===== config.mk =====
export PLATFORM = sky130hd
export DESIGN_NAME = sweep_sequencer
export DESIGN_NICKNAME = d
export VERILOG_FILES = /design/src/rtl/sweep_sequencer_pkg.sv /design/src/rtl/sweep_sequencer_phase_timer.sv /design/src/rtl/sweep_sequencer.sv
export SDC_FILE = /design/constraint.sdc
export NUM_CORES = 1
export LEC_CHECK = 0
export ABC_CLOCK_PERIOD_IN_PS = 6000
export BUFFER_PORTS_ARGS = -buffer_cell sky130_fd_sc_hd__buf_2
export CORE_ASPECT_RATIO = 0.75
export CORE_MARGIN = 3
export CORE_UTILIZATION = 50
export CTS_BUF_LIST = sky130_fd_sc_hd__clkbuf_8
export CTS_CLUSTER_DIAMETER = 50
export DETAILED_ROUTE_END_ITERATION = 10
export PLACE_DENSITY = 0.7
export SLEW_MARGIN = 20
export SYNTH_ARGS = -nofsm -noshare
export SYNTH_HDL_FRONTEND = slang
export SYNTH_SLANG_ARGS = --single-unit

===== constraint.sdc =====
create_clock -name CLK -period 6 [get_ports CLK]
set_input_delay 0.3 -clock CLK [delete_from_list [all_inputs] [get_ports CLK]]
set_output_delay 0.3 -clock CLK [all_outputs]
set_load 0.005 [all_outputs]

===== src/rtl/sweep_sequencer_pkg.sv =====
// Shared types for the sweep sequencer: FSM state encoding, axis/direction codes, timer width.
package sweep_sequencer_pkg;

    localparam int unsigned TIMER_W = 26;

    typedef enum logic [3:0] {
        IDLE    = 4'd0,
        H_HOME  = 4'd1,
        H_SWEEP = 4'd2,
        H_MAX   = 4'd3,
        V_HOME  = 4'd4,
        V_SWEEP = 4'd5,
        V_MAX   = 4'd6,
        HOLD    = 4'd7,
        MAN     = 4'd8
    } state_e;

    localparam logic AXIS_H  = 1'b0;
    localparam logic AXIS_V  = 1'b1;
    localparam logic DIR_FWD = 1'b0;
    localparam logic DIR_REV = 1'b1;

    function automatic logic axis_of(input state_e s);
        return (s == V_HOME || s == V_SWEEP || s == V_MAX) ? AXIS_V : AXIS_H;
    endfunction

endpackage


===== src/rtl/sweep_sequencer_phase_timer.sv =====
// Load/enable down-counter; expired is high while the count sits at 1 (last cycle of a phase).
module sweep_sequencer_phase_timer
    import sweep_sequencer_pkg::*;
(
    input  logic               clk,
    input  logic               rst_n,
    input  logic               load,
    input  logic               en,
    input  logic [TIMER_W-1:0] load_val,
    output logic               expired
);

    logic [TIMER_W-1:0] count_q;
    logic [TIMER_W-1:0] count_d;

    always_comb begin
        count_d = count_q;
        if (load) begin
            count_d = load_val;
        end else if (en && count_q != '0) begin
            count_d = count_q - TIMER_W'(1);
        end
    end

    always_ff @(posedge clk) begin
        if (!rst_n) begin
            count_q <= '0;
        end else begin
            count_q <= count_d;
        end
    end

    assign expired = (count_q == TIMER_W'(1));

endmodule


===== src/rtl/sweep_sequencer.sv =====
// Tracking FSM: home, sweep and return-to-peak for each axis, horizontal first.
// Optional SOLAR_RETRACK_EN: HOLD re-enters H_HOME after RETRACK_CYCLES.
module sweep_sequencer
    import sweep_sequencer_pkg::*;
#(
    parameter int unsigned SWEEP_CYCLES   = 2_000_000,
    parameter int unsigned LIGHT_W        = 12,
    parameter int unsigned RETRACK_CYCLES = 50_000_000
) (
    input  logic               CLK,
    input  logic               RST_N,
    input  logic               START,
    input  logic               MAN_REQ,
    input  logic [LIGHT_W-1:0] LIGHT,
    input  logic               LIGHT_VLD,
    input  logic               CNT_RU,
    output logic               MC,
    output logic               CNT_RST,
    output logic               SERVO_EN,
    output logic               SERVO_SEL,
    output logic               SERVO_DIR,
    output logic               BUSY,
    output logic               DONE,
    output logic [LIGHT_W-1:0] MAX_H,
    output logic [LIGHT_W-1:0] MAX_V
);

    state_e state_q, state_d;
    logic   first_q, first_d;
    logic [LIGHT_W-1:0] peak_h_q, peak_h_d;
    logic [LIGHT_W-1:0] peak_v_q, peak_v_d;
    logic   mc_q, mc_d;
    logic   cnt_rst_q, cnt_rst_d;
    logic   en_q, en_d;
    logic   sel_q, sel_d;
    logic   dir_q, dir_d;
    logic   busy_q, busy_d;
    logic   done_q, done_d;

    logic               entering;
    logic               new_peak;
    logic               timer_en;
    logic               timer_expired;
    logic [TIMER_W-1:0] timer_val;

    assign entering = (state_d != state_q);

    always_ff @(posedge CLK) begin
        if (!RST_N) begin
            state_q   <= IDLE;
            first_q   <= 1'b1;
            peak_h_q  <= '0;
            peak_v_q  <= '0;
            mc_q      <= 1'b0;
            cnt_rst_q <= 1'b1;
            en_q      <= 1'b0;
            sel_q     <= AXIS_H;
            dir_q     <= DIR_FWD;
            busy_q    <= 1'b0;
            done_q    <= 1'b0;
        end else begin
            state_q   <= state_d;
            first_q   <= first_d;
            peak_h_q  <= peak_h_d;
            peak_v_q  <= peak_v_d;
            mc_q      <= mc_d;
            cnt_rst_q <= cnt_rst_d;
            en_q      <= en_d;
            sel_q     <= sel_d;
            dir_q     <= dir_d;
            busy_q    <= busy_d;
            done_q    <= done_d;
        end
    end

    always_comb begin
        state_d = state_q;
        unique case (state_q)
            IDLE:    if (START) state_d = H_HOME;
            H_HOME:  if (timer_expired) state_d = H_SWEEP;
            H_SWEEP: if (timer_expired) state_d = H_MAX;
            H_MAX:   if (!first_q && !CNT_RU) state_d = V_HOME;
            V_HOME:  if (timer_expired) state_d = V_SWEEP;
            V_SWEEP: if (timer_expired) state_d = V_MAX;
            V_MAX:   if (!first_q && !CNT_RU) state_d = HOLD;
`ifdef SOLAR_RETRACK_EN
            HOLD:    if (START || timer_expired) state_d = H_HOME;
`else
            HOLD:    if (START) state_d = H_HOME;
`endif
            MAN:     if (!MAN_REQ) state_d = IDLE;
            default: state_d = IDLE;
        endcase
        if (MAN_REQ) begin
            state_d = MAN;
        end
        first_d = entering;
    end

    // A sample on the last sweep cycle still counts; its CNT_RST lands on the MAX settle cycle.
    always_comb begin
        new_peak = 1'b0;
        peak_h_d = peak_h_q;
        peak_v_d = peak_v_q;
        if (state_q == H_SWEEP && LIGHT_VLD && LIGHT > peak_h_q) begin
            new_peak = 1'b1;
            peak_h_d = LIGHT;
        end
        if (state_q == V_SWEEP && LIGHT_VLD && LIGHT > peak_v_q) begin
            new_peak = 1'b1;
            peak_v_d = LIGHT;
        end
        if (state_d == H_SWEEP && entering) peak_h_d = '0;
        if (state_d == V_SWEEP && entering) peak_v_d = '0;
    end

    always_comb begin
        mc_d      = 1'b0;
        cnt_rst_d = 1'b1;
        en_d      = 1'b0;
        sel_d     = AXIS_H;
        dir_d     = DIR_FWD;
        busy_d    = 1'b1;
        done_d    = 1'b0;
        unique case (state_d)
            H_HOME, V_HOME: begin
                en_d  = 1'b1;
                sel_d = axis_of(state_d);
                dir_d = DIR_REV;
            end
            H_SWEEP, V_SWEEP: begin
                en_d      = 1'b1;
                sel_d     = axis_of(state_d);
                cnt_rst_d = entering || new_peak;
            end
            H_MAX, V_MAX: begin
                mc_d      = 1'b1;
                en_d      = 1'b1;
                sel_d     = axis_of(state_d);
                dir_d     = DIR_REV;
                cnt_rst_d = new_peak;
            end
            HOLD: begin
                busy_d = 1'b0;
                done_d = entering;
            end
            default: busy_d = 1'b0;
        endcase
    end

    always_comb begin
        unique case (state_d)
            H_HOME, H_SWEEP, V_HOME, V_SWEEP: timer_val = TIMER_W'(SWEEP_CYCLES);
            HOLD:                             timer_val = TIMER_W'(RETRACK_CYCLES);
            default:                          timer_val = '0;
        endcase
`ifdef SOLAR_RETRACK_EN
        timer_en = (state_q == H_HOME) || (state_q == H_SWEEP) || (state_q == V_HOME) ||
                   (state_q == V_SWEEP) || (state_q == HOLD);
`else
        timer_en = (state_q == H_HOME) || (state_q == H_SWEEP) || (state_q == V_HOME) ||
                   (state_q == V_SWEEP);
`endif
    end

    sweep_sequencer_phase_timer u_timer (
        .clk      (CLK),
        .rst_n    (RST_N),
        .load     (entering),
        .en       (timer_en),
        .load_val (timer_val),
        .expired  (timer_expired)
    );

    assign MC        = mc_q;
    assign CNT_RST   = cnt_rst_q;
    assign SERVO_EN  = en_q;
    assign SERVO_SEL = sel_q;
    assign SERVO_DIR = dir_q;
    assign BUSY      = busy_q;
    assign DONE      = done_q;
    assign MAX_H     = peak_h_q;
    assign MAX_V     = peak_v_q;

endmodule


# == After elaboration in Yosys (flattened, before gate mapping) ==
# Cells that the tools add are included.
# totals
in_bits,18
elab_cells,79
register_bits,61
out_inout_bits,31
# classes
bitwise,1
n_reduce_logical,29
order_cmp,2
addsub,1
n_eq_ne,16
mux,19
# ops
operator,n
26-bit two-way mux,2
26-bit case mux with 2 select lines,1
"4-bit by 3-bit equality test with 1-bit output, second input constant",8
4-bit two-way mux,8
4-bit case mux with 7 select lines,1
"26-bit by 1-bit equality test with 1-bit output, second input constant",1
26-bit nonzero test,1
"26-bit by 1-bit subtractor with 26-bit output, second input constant",1
12-bit greater-than comparator,2
"4-bit by 2-bit equality test with 1-bit output, second input constant",4
2-bit OR reduction,5
"4-bit by 1-bit equality test with 1-bit output, second input constant",2
1-bit logical AND,8
4-bit OR reduction,2
1-bit logical OR,6
1-bit two-way mux,6
6-bit OR reduction,1
4-bit logical NOT,1
4-bit inequality test,1
2-bit AND reduction,2
1-bit logical NOT,2
1-bit case mux with 2 select lines,1
2-bit nonzero test,1
1-bit inverter,1

# == Logic depth before layout (Yosys ltp) ==
# logic_depth
word_depth,9
ltp_mapped,10
ltp_nobuf,9

# == Hierarchy ==
# Synthesis repeated with hierarchy kept, for this count alone.
# unflattened
cells_unflattened,435
hier_area_um2,3741.1
# modules_own_cells
mod,cells_each,area_per_inst_um2,n_inst
sweep_sequencer,248,2213.4,1
sweep_sequencer_phase_timer,187,1527.7,1

# == Worst setup path before layout ==
# OpenSTA, ideal clock, no wires.
# synth_timing
path_kind,reg-to-reg
startpoint,"reg peak_v_q[5], in the netlist MAX_V[5]"
endpoint,"reg peak_v_q[10], in the netlist MAX_V[10]"
setup_slack_ps,3606
arrival_time_ps,2279
n_path_buf,1
path_stages_with_launch,11
cell_sequence,dfxtp_1 -> inv_1 -> ha_1 -> a21o_1 -> a21o_1 -> a21oi_1 -> or2_2 -> a31oi_1 -> clkbuf_1 -> mux2i_1 -> nor2_1
# synth_between
elab_chain_len,2
# synth_rtl
element,line,text
"start, declared",sweep_sequencer.sv:31,"logic [LIGHT_W-1:0] peak_v_q, peak_v_d;"
"start signal, assigned",sweep_sequencer.sv:65,peak_v_q <= peak_v_d;
12-bit greater-than comparator,sweep_sequencer.sv:109,if (state_q == V_SWEEP && LIGHT_VLD && LIGHT > peak_v_q) begin
1-bit logical AND,sweep_sequencer.sv:109,
# Every way passes these cells.
# A chain may end at the register's enable or synchronous reset.

# == Worst setup path in the final report ==
# layout_timing
startpoint,reg state_q[2]
endpoint,reg u_timer.count_q[25]
# layout_between
elab_chain_len,8
elab_cells_between_ends,32
# layout_rtl
element,line,text
"start, declared",sweep_sequencer.sv:28,"state_e state_q, state_d;"
"start signal, assigned",sweep_sequencer.sv:62,state_q <= state_d;
4-bit by 3-bit equality test with 1-bit output / 4-bit logical NOT (equally long branches),sweep_sequencer.sv:78,unique case (state_q)
2-bit OR reduction (no source line),n/a,
4-bit case mux with 7 select lines,sweep_sequencer.sv:78,
4-bit two-way mux,sweep_sequencer.sv:94,if (MAN_REQ) begin
4-bit by 2-bit equality test with 1-bit output (tied with other cells),sweep_sequencer.sv:152,unique case (state_d)
4-bit OR reduction,sweep_sequencer.sv:152,
26-bit case mux with 2 select lines,sweep_sequencer.sv:152,
26-bit two-way mux,sweep_sequencer_phase_timer.sv:18,if (load) begin
"end signal, assigned",sweep_sequencer_phase_timer.sv:29,count_q <= count_d;
"end, declared",sweep_sequencer_phase_timer.sv:13,logic [TIMER_W-1:0] count_q;
# Parallel ways exist; a longest one is shown, timed or not.

==> metrics <==
outcome=finished clean; minimum setup slack in the final design=2.929 ns; worst min-delay path startpoint=MAN_REQ; average wire per cell in the routed design=14.73 µm; Seq cells post-synth=61; number of cells on the worst hold path=2; CP bufs+invs=0; Yosys cell types=62; global router's overall resource usage=20.94%; number of inserted filler cells in the final layout=579; die outline width=102.9 µm; Worst R2R Setup Slack=2.93 ns; starting utilization of the core area=a little over half; number of hold-slack violations in the final timing report=0; Top Family by Delay on Critical Path=simple AND/OR/NAND/NOR gates; synthesized net count=approximately 440; total number of H-tree levels=3; Detail Route Antenna Nets=0; slowest cell on the critical path=sky130_fd_sc_hd__a311oi_2; number of antenna violations at the first check in global routing=0; type of destination of the critical path=flip-flop; largest driver fanout on the critical path=14; number of top-level pins=49; weighted congestion reported at the end of routability-driven placement=0.8066; number of enable-type register cells in the synthesized netlist=0; sum of net half-perimeters after detailed placement=5.967 mm; floorplan die height=78.70 µm; data arrival time of the critical path=3.25 ns; total die area=0.008101 mm²; setup_tns=0 ns; reg2reg start=state_q[2]$_SDFF_PN0_; Skew-Pair Late Insertion Delay=0.34 ns; Total Routed Length=approximately 7.8 mm; Clock Pin Slew Worst Setup and Hold Paths=0.07 ns; CP required=6.18 ns; drt pass-1 iters=4; post-CTS setup buffers=0; residual DRC count=0; post-cts gate resize count=0; max frequency=between 300 and 400 MHz; leakage power figure=1.673 nW; capture endpoint of the worst hold path=state_q[3]$_SDFF_PN0_; Max IR drop VDD=0.1393 mV; area growth from synthesis to final layout=13.07%; number of vias per cell=5.502; Mean Syn Cell Area=8.831 µm²; setup repair after global routing missed its margin=no; crit path kind=reg -> reg; Worst Reg2Reg Path Length in Cells=7; Placeable Area=roughly 0.0066 mm²; Yosys warnings=0; Post-Synthesis Cells=399; Post-synth ARST share=0%; Inserted Clock Buffers=9; slew at the pin closest to its max-slew limit=between 1 and 1.5 ns; Inserted Diodes=0; Slowest Stage Delay on Critical Path=roughly 0.81 ns; post-layout min period=a little over 3 ns; initial DRC count=134; Total Nets Final=490; fraction of the yosys area taken by sequential cells=approximately a third; via count of the first global-routing pass=2716; sequence of cells on the critical path=nor2_1 -> xnor2_1 -> a311oi_2 -> nand4_1 -> nor4_1 -> xnor2_1 -> a21oi_1; Hold-fix buffers, CTS=0; type of origin of the critical path=flip-flop; count of buffers inserted at the top-level ports=48; DP Worst Slack=2.972 ns; count of vias placed by the detailed router=2916; most used flip-flop cell after synthesis=sky130_fd_sc_hd__dfxtp_1; most prevalent standard cell on the critical path=sky130_fd_sc_hd__xnor2_1; dpl cells=~500; number of max-slew violations in the final report=0; maximum number of pins on one net before global-route repair=20; endpoint of the lowest-slack register-to-register path=u_timer.count_q[25]$_SDFFE_PN0P_; P per Cell Area=229.7 mW/mm²; CTS tree=yes; Hold Crit Class=in -> reg; layout cells sized above 1=19.15%; overflow left after global routing=0; FP Rows=25; max_slew headroom=29.26%; ratio of final minimum period to clock period=51.18%; global-route wire length before repair=13.24 mm; count of clock tree sinks=~60; worst setup path startpoint=state_q[2]$_SDFF_PN0_; buffer depth of the longest clock path=2; Root Driver=sky130_fd_sc_hd__clkbuf_8; final clock skew=0.005219 ns; Setup violations, final=0; Finished Layout Cells=530; cell area after synthesis=0.003523 mm²; max cap viols=0
## cell usage in the layout, fill, tap and decap left out, types with 4 or more instances in the layout
cell type	count
sky130_fd_sc_hd__a21o_1	12
sky130_fd_sc_hd__a21oi_1	22
sky130_fd_sc_hd__buf_2	48
sky130_fd_sc_hd__clkbuf_8	11
sky130_fd_sc_hd__dfxtp_1	61
sky130_fd_sc_hd__ha_1	27
sky130_fd_sc_hd__inv_1	29
sky130_fd_sc_hd__mux2i_1	25
sky130_fd_sc_hd__nand2_1	24
sky130_fd_sc_hd__nand3_1	5
sky130_fd_sc_hd__nand4_1	9
sky130_fd_sc_hd__nor2_1	57
sky130_fd_sc_hd__nor2b_1	4
sky130_fd_sc_hd__nor3_1	10
sky130_fd_sc_hd__nor3b_1	4
sky130_fd_sc_hd__nor4_1	6
sky130_fd_sc_hd__o21a_1	4
sky130_fd_sc_hd__o21ai_0	6
sky130_fd_sc_hd__xnor2_1	18
sky130_fd_sc_hd__xor2_1	8
## layer usage
| layer | GRT usage, % | wire [µm] | vias to the layer above |
|---|---|---|---|
| li1 | - | - | 1493 |
| met5 | 0 | 0 | - |
| met1 | 31.95 | 4116 | 1341 |
| met2 | 27.85 | 3112 | 68 |
| met4 | 7.115 | 113 | 0 |
| met3 | 5.707 | 465 | 14 |
## stage by stage
step           instance area (µm²)  power [W]  utilization [%]  hold slack (ns)
6_report                      3984  0.0009150            60.65           0.2128
5_1_grt                       3984  0.0009587            60.65           0.2357
4_1_cts                       3984  0.0009234            60.65           0.1972
3_5_place_dp                  3785  0.0005537            57.62           0.4982
3_3_place_gp                  3785  0.0005511            57.62           0.4942
2_1_floorplan                 3523  0.0005216                -           0.4217
## report_power, final
group / internal, W / total (W) / leakage [nW] / switching [W]
sequential: 0.000415 / 0.000429 / 0.495 / 0.0000141
clock: 0.000211 / 0.000369 / 0.101 / 0.000159
combinational: 0.0000483 / 0.000117 / 1.08 / 0.0000685
## cells in the mapped netlist, drive strengths merged, types with 2 or more instances
| cell type | count | area share [%] |
|---|---|---|
| inv | 29 | 3.1 |
| a211oi | 2 | 0.43 |
| and4 | 4 | 1.0 |
| and2 | 4 | 0.78 |
| clkbuf | 7 | 1.3 |
| dfxtp | 61 | 35 |
| a21oi | 22 | 3.1 |
| o31a | 2 | 0.50 |
| mux2i | 25 | 7.1 |
| xnor2 | 18 | 4.5 |
| nand3 | 5 | 0.71 |
| nor3b | 4 | 0.85 |
| or2 | 3 | 0.53 |
| or4 | 2 | 0.43 |
| o31ai | 2 | 0.57 |
| o21ai | 7 | 0.99 |
| o21a | 4 | 0.85 |
| a31oi | 2 | 0.53 |
| nand2b | 2 | 0.36 |
| nor2 | 58 | 6.3 |
| ha | 27 | 9.6 |
| nand2 | 24 | 2.6 |
| nor3 | 10 | 1.4 |
| or3 | 2 | 0.36 |
| nand4 | 10 | 2.0 |
| nor2b | 4 | 0.71 |
| and3 | 4 | 0.78 |
| nor4 | 10 | 3.2 |
| buf | 6 | 1.1 |
| a21o | 12 | 2.6 |
| xor2 | 8 | 2.0 |
## logic make-up after synthesis
kind of cell / share of synthesized area [%]
compound gates: 13.18
xor+xnor: 6.463
fa+ha+maj: 9.588
buf+inv: 5.540
flops: 34.66
mux: 7.102
simple gates: 23.47
## final cells by class
type,instances,area [µm²],share of cell area [%]
Clock buffer,11,151.4,3.800
Timing Repair Buffer,48,240.2,6.030
Tap cell,81,101.3,2.544
Inverter,29,108.9,2.732
Multi-Input combinational cell,296,2113,53.05
Clock inverter,4,47.55,1.193
Sequential cell,61,1221,30.65
## how the worst max path moves through the flow
stage	end	depth (start not counted)
after floorplan	MAX_V[10]$_SDFFE_PP0P_	10
after CTS	u_timer.count_q[25]$_SDFFE_PN0P_	7
final	u_timer.count_q[25]$_SDFFE_PN0P_	7
after global routing	u_timer.count_q[15]$_SDFFE_PN0P_	7
after detailed placement	u_timer.count_q[25]$_SDFFE_PN0P_	7
after global placement	u_timer.count_q[25]$_SDFFE_PN0P_	7
## registers in the layout, summed over array words and instances (netlist names)
| name | cells |
|---|---|
| state_q | 4 |
| MC | 1 |
| first_q | 1 |
| SERVO_DIR | 1 |
| CNT_RST | 1 |
| DONE | 1 |
| MAX_H | 12 |
| BUSY | 1 |
| SERVO_SEL | 1 |
| MAX_V | 12 |
| u_timer.count_q | 26 |
No activity file was read; power rests on OpenSTA's default activity.
